<file path="src/rtl/clk_div_prog_if.sv">
// clk_div_prog_if: control/status bundle of clk_div_prog; CLKDIV_SYNC_EN adds sync_in.
interface clk_div_prog_if #(parameter int WIDTH = 8);
  logic enable, load, load_ack, cfg_error, clock_output, rise_tick, fall_tick;
  logic [WIDTH-1:0] div_value, high_value;
`ifdef CLKDIV_SYNC_EN
  logic sync_in;
  modport master (output enable, load, div_value, high_value, sync_in,
                  input load_ack, cfg_error, clock_output, rise_tick, fall_tick);
  modport slave (input enable, load, div_value, high_value, sync_in,
                 output load_ack, cfg_error, clock_output, rise_tick, fall_tick);
`else
  modport master (output enable, load, div_value, high_value,
                  input load_ack, cfg_error, clock_output, rise_tick, fall_tick);
  modport slave (input enable, load, div_value, high_value,
                 output load_ack, cfg_error, clock_output, rise_tick, fall_tick);
`endif
endinterface

</file>
<file path="src/rtl/clk_div_prog.sv">
// clk_div_prog: programmable clock divider with period/high-time reload at period boundaries; CLKDIV_SYNC_EN adds sync_in restart.
module clk_div_prog #(
  parameter int WIDTH = 8,
  parameter int DEFAULT_DIV = 4,
  parameter int DEFAULT_HIGH = 2
) (
  input logic clock_input,
  input logic reset,
  clk_div_prog_if.slave bus
);
  logic [WIDTH-1:0] cnt, div_act, high_act, pend_div, pend_high, cnt_next, high_next;
  logic pend, running, sync, valid, boundary, apply, out_next;
`ifdef CLKDIV_SYNC_EN
  assign sync = bus.sync_in;
`else
  assign sync = 1'b0;
`endif
  always_comb begin
    valid = bus.div_value >= WIDTH'(2) && bus.high_value != '0 && bus.high_value < bus.div_value;
    boundary = bus.enable && (sync || (running && cnt == div_act - WIDTH'(1)));
    apply = pend && (!bus.enable || boundary);
    cnt_next = (!bus.enable || !running || boundary) ? '0 : cnt + WIDTH'(1);
    high_next = apply ? pend_high : high_act;
    out_next = bus.enable && cnt_next < high_next;
  end
  always_ff @(posedge clock_input) begin
    if (!reset) begin
      cnt <= '0;
      running <= 1'b0;
      bus.clock_output <= 1'b0;
      bus.rise_tick <= 1'b0;
      bus.fall_tick <= 1'b0;
      bus.load_ack <= 1'b0;
      bus.cfg_error <= 1'b0;
      div_act <= WIDTH'(DEFAULT_DIV);
      high_act <= WIDTH'(DEFAULT_HIGH);
      pend <= 1'b0;
      pend_div <= '0;
      pend_high <= '0;
    end else begin
      cnt <= cnt_next;
      running <= bus.enable;
      bus.clock_output <= out_next;
      bus.rise_tick <= out_next & ~bus.clock_output;
      bus.fall_tick <= ~out_next & bus.clock_output;
      bus.load_ack <= apply;
      bus.cfg_error <= bus.load && !valid;
      if (apply) begin
        div_act <= pend_div;
        high_act <= pend_high;
      end
      pend <= (bus.load && valid) || (pend && !apply);
      if (bus.load && valid) begin
        pend_div <= bus.div_value;
        pend_high <= bus.high_value;
      end
    end
  end
endmodule

</file>
<file path="src/flat_wrapper.sv">
// flat-port wrapper written by rule: the top's interface ports become plain ports
module clk_div_prog_flat 
#(
  parameter int WIDTH = 8,
  parameter int DEFAULT_DIV = 4,
  parameter int DEFAULT_HIGH = 2
)
  (clock_input, reset, bus_enable, bus_load, bus_div_value, bus_high_value, bus_load_ack, bus_cfg_error, bus_clock_output, bus_rise_tick, bus_fall_tick);
  clk_div_prog_if #(.WIDTH(WIDTH)) bus_i ();
  input logic clock_input;
  input logic reset;
  input wire logic [$bits(bus_i.enable)-1:0] bus_enable;
  input wire logic [$bits(bus_i.load)-1:0] bus_load;
  input wire logic [$bits(bus_i.div_value)-1:0] bus_div_value;
  input wire logic [$bits(bus_i.high_value)-1:0] bus_high_value;
  output wire logic [$bits(bus_i.load_ack)-1:0] bus_load_ack;
  output wire logic [$bits(bus_i.cfg_error)-1:0] bus_cfg_error;
  output wire logic [$bits(bus_i.clock_output)-1:0] bus_clock_output;
  output wire logic [$bits(bus_i.rise_tick)-1:0] bus_rise_tick;
  output wire logic [$bits(bus_i.fall_tick)-1:0] bus_fall_tick;
  assign bus_i.enable = bus_enable;
  assign bus_i.load = bus_load;
  assign bus_i.div_value = bus_div_value;
  assign bus_i.high_value = bus_high_value;
  assign bus_load_ack = bus_i.load_ack;
  assign bus_cfg_error = bus_i.cfg_error;
  assign bus_clock_output = bus_i.clock_output;
  assign bus_rise_tick = bus_i.rise_tick;
  assign bus_fall_tick = bus_i.fall_tick;
  clk_div_prog #(.WIDTH(WIDTH), .DEFAULT_DIV(DEFAULT_DIV), .DEFAULT_HIGH(DEFAULT_HIGH)) u_core (.clock_input(clock_input), .reset(reset), .bus(bus_i));
endmodule
</file>
<file path="config.mk">
export PLATFORM = sky130hd
export DESIGN_NAME = clk_div_prog_flat
export DESIGN_NICKNAME = d
export VERILOG_FILES = /design/src/rtl/clk_div_prog_if.sv /design/src/rtl/clk_div_prog.sv /design/src/flat_wrapper.sv
export SDC_FILE = /design/constraint.sdc
export NUM_CORES = 1
export LEC_CHECK = 0
export BUFFER_PORTS_ARGS = -buffer_cell sky130_fd_sc_hd__buf_2
export CAP_MARGIN = 20
export CORE_ASPECT_RATIO = 0.7
export CORE_UTILIZATION = 60
export DETAILED_ROUTE_END_ITERATION = 10
export PLACE_DENSITY = 0.82
export SLEW_MARGIN = 20
export SYNTH_ARGS = -nofsm -noshare
export SYNTH_HDL_FRONTEND = slang
export SYNTH_SLANG_ARGS = --single-unit
</file>
<file path="constraint.sdc">
create_clock -name clock_input -period 7.1 [get_ports clock_input]
set_input_delay 0.355 -clock clock_input [delete_from_list [all_inputs] [get_ports clock_input]]
set_output_delay 0.355 -clock clock_input [all_outputs]
set_load 0.02 [all_outputs]
</file>
==> results.md <==
* Min Tclk post-route at ~4100 ps
* Reg clk slew, reported paths at around 90 ps
* Number of flops mapped to enable cells by yosys at 0
* N_diodes at 0
* Fin. Hold Viols at 0
* Seq cells post-synth at 47
* Pleak at approximately 1.1 nW
* H-tree levels at 2
* Antenna viol nets, final at 0
* Syn_nets at 301
* FF-to-FF setup slack at a little under 3000 ps
* Fin Setup TNS at 0 ps
* Final HPWL DP at about 3600 µm
* WHS Path Cells at 3
* Largest net degree at the start of global routing at 43
* Worst path top cell family by delay: compound AO/OA/AOI/OAI gates
* Share of layout cells above drive strength 1 at 0.139
* Wire length per cell at 14.0 µm
* Mean Syn Cell Area at around 9 µm²
* CP endpoint kind: register
* Setup-failing EPs final at 0
* GRT Residual Overflow at 0
* CTS tree: done
* CP Buf/Inv Count at 2
* Worst-case clock buffer depth at 2
* Number of CTS-inserted buffers at 5
* Global Route met3 Usage at 0.0617
* Clk_lat worst skew at 310 ps
* Post-CTS Resized at 0
* Final-stage net count at 323
* Synth warn at 0
* Die H at 54.7 µm
* Reg2reg path depth at 17
* Synth top area share at 0.396
* Worst EP arrival at 4350 ps
* Most common cell after layout, fill and taps aside: dfxtp_1
* Actual slew at the worst max-slew pin at 686 ps
* Clk_skew at 8.64 ps
* Max Clock Freq at 241 MHz
* Status: complete, no violations
* Max_slew headroom at 0.543
* GRT Max-Usage Layer: met2
* Clock root buffer: clkbuf_8
* Max-slew violations at 0
* Cell count after placement at 330
* Antenna violations before repair at 0
* Area contributors post-synth: dfxtp_1 40%, mux2i_1 13%, ha_1 8.4%
* CP peak stage delay at 470 ps
* Routed WL at between 4000 and 5000 µm
* Ys async rst share at 0
* First-pass GRT wire length at 7660 µm
* Hold buffer count at CTS at 0
* Post-synthesis sequential area ratio at 0.396
* HP Class: input pin to register
* GRT Total Usage at 0.242
* Sink Count at 47
* Required time of the critical path at 7300 ps
* Post-CTS Setup Inserts at 0
* Sequential Area at 941 µm²
* Iter 0 DRT Violations at 81
* Drt pass-1 iters at 4
* Max-cap violations at 0
* Commonest cells after routing, fill and taps aside: 47 x dfxtp_1, 38 x nand2_1, 32 x nor2_1, 31 x mux2i_1, 24 x buf_2
* Peak supply drop at 0.000158 V
* Capturing point of the worst reg2reg path: u_core.bus.fall_tick
* Crit Path Class: register to register
* Standard-cell rows at 18
* CP max FO at 17
* Post-place setup slack at 2970 ps
* Synth Cell Area at 2380 µm²
* I/O Pins at 25
* Synth area leader: dfxtp_1
* Global routing usage on met1 at 0.336
* PwrDens at 204 nW/µm²
* Die Area at ~4200 µm²
* Starting density of the core at 0.652
* Multi-input combinational cell area at 1340 µm²
* Via/cell ratio at ~5.4
* Total Power at 539 µW
* Yosys cell types at 43
* GPL Wtd Cong at 0.842
* DR vias at 1831
* DRC Markers at 0
* Syn Inst Count at 265
* Post-synth top flop: dfxtp_1
* Slowest-stage cell, CP: a2111oi_0
* Non-Filler Instances at 338
* Period utilization at 0.584
* Vias in the first global route at 1613
* Reg2reg start: u_core.div_act[0]
* Layout area overhead at 10.8%
* Fin worst setup slack at 2950 ps
* Filler Cells Inserted at around 280
* Die width at 77.3 µm
* M2 GR Usage at 0.370
* Hold endpoint: u_core.bus.cfg_error
* CP startpoint kind: register
* CP cell instances: inv_1 > ha_1 > xor2_1 > o211ai_1 > a211oi_1 > o2111ai_2 > a21boi_2 > buf_4 > mux2i_1 > ha_1 > a21oi_1 > nor2b_1 > o21ai_0 > nand3b_1 > a2111oi_0 > o21ai_0 > o2111a_1
* CORE AREA at 3650 µm²
* Min Hold Slack at between 200 and 300 ps
* RSZ-0062 raised after global routing: false
* Port bufs at 24
* Hold_sp: bus_load
report_power, final:
| part | switching, mW | total (mW) | leakage, nW | internal, mW |
|---|---|---|---|---|
| logic | 0.0359 | 0.0630 | 0.655 | 0.0271 |
| registers | 0.00657 | 0.281 | 0.383 | 0.274 |
| clock network | 0.0903 | 0.195 | 0.0581 | 0.105 |
worst max path at each step:
stage	start	to	cells after the start
final	u_core.div_act[0]	u_core.bus.fall_tick	17
after global routing	u_core.div_act[0]	u_core.bus.fall_tick	17
after CTS	u_core.div_act[0]	u_core.bus.fall_tick	17
after detailed placement	u_core.div_act[0]	u_core.bus.fall_tick	17
after global placement	u_core.div_act[0]	u_core.bus.fall_tick	17
after floorplan	u_core.div_act[0]	u_core.bus.fall_tick	17
synthesized netlist by cell type (2+ instances only):
cell	n
a21oi_1	4
ha_1	16
o21bai_1	2
nor2_1	32
clkbuf_1	6
buf_2	3
or2_2	2
o2111ai_1	2
nor4_1	3
buf_6	2
nor2b_1	2
mux2i_1	31
inv_1	11
o21ai_0	5
nand2_1	38
dfxtp_1	47
nand2b_1	2
a21o_1	3
nand4_1	4
xor2_1	6
a31oi_1	3
nand3_1	7
and3_1	3
xnor2_1	8
and2_1	3
nor3_1	3
per-layer routing:
layer  part of all wire  vias to the layer above
met3              0.032                        5
met1               0.52                      838
met4             0.0061                        0
li1                   -                      959
met2               0.44                       29
met5                  0                        -
worst register-to-register path: cells and delay by family (launching register included):
kind,cells,cell delay (ps)
compound gates,9,2060
simple gates,2,160
fa+ha+maj,2,570
flops,1,440
mux,1,280
buf+inv,2,370
xor+xnor,1,150
sequential cells by signal, summed over array words and instances (netlist names):
name,cells
u_core.cnt,8
u_core.div_act,8
u_core.high_act,8
u_core.pend_div,8
u_core.pend_high,8
u_core.bus.cfg_error,1
u_core.bus.clock_output,1
u_core.bus.fall_tick,1
u_core.bus.load_ack,1
u_core.bus.rise_tick,1
u_core.pend,1
u_core.running,1
logic make-up (layout without fill, tap and decap cells):
group | after synthesis | after routing | share of synthesized area
AO/OA/AOI/OAI | 30 | 30 | 0.0931
flip-flops | 47 | 47 | 0.396
AND/OR/NAND/NOR | 103 | 103 | 0.195
XOR/XNOR | 14 | 14 | 0.0516
buffers and inverters | 23 | 46 | 0.0442
adder cells (fa/ha/maj) | 16 | 16 | 0.0842
multiplexers | 32 | 32 | 0.136
stage by stage:
step / instance area, µm² / util
6_report: 2640 / 0.722
3_5_place_dp: 2520 / 0.691
5_1_grt: 2640 / 0.722
3_3_place_gp: 2520 / 0.691
4_1_cts: 2640 / 0.722
2_1_floorplan: 2380 / -
layout make-up:
| class | count | area share |
|---|---|---|
| clock buffer | 5 | 0.0261 |
| inverter | 12 | 0.0171 |
| tap | 50 | 0.0237 |
| clock inverter | 3 | 0.0166 |
| multi-input combinational | 195 | 0.508 |
| timing repair buffer | 26 | 0.0513 |
| sequential | 47 | 0.357 |
(Power assumes the default switching activity.)
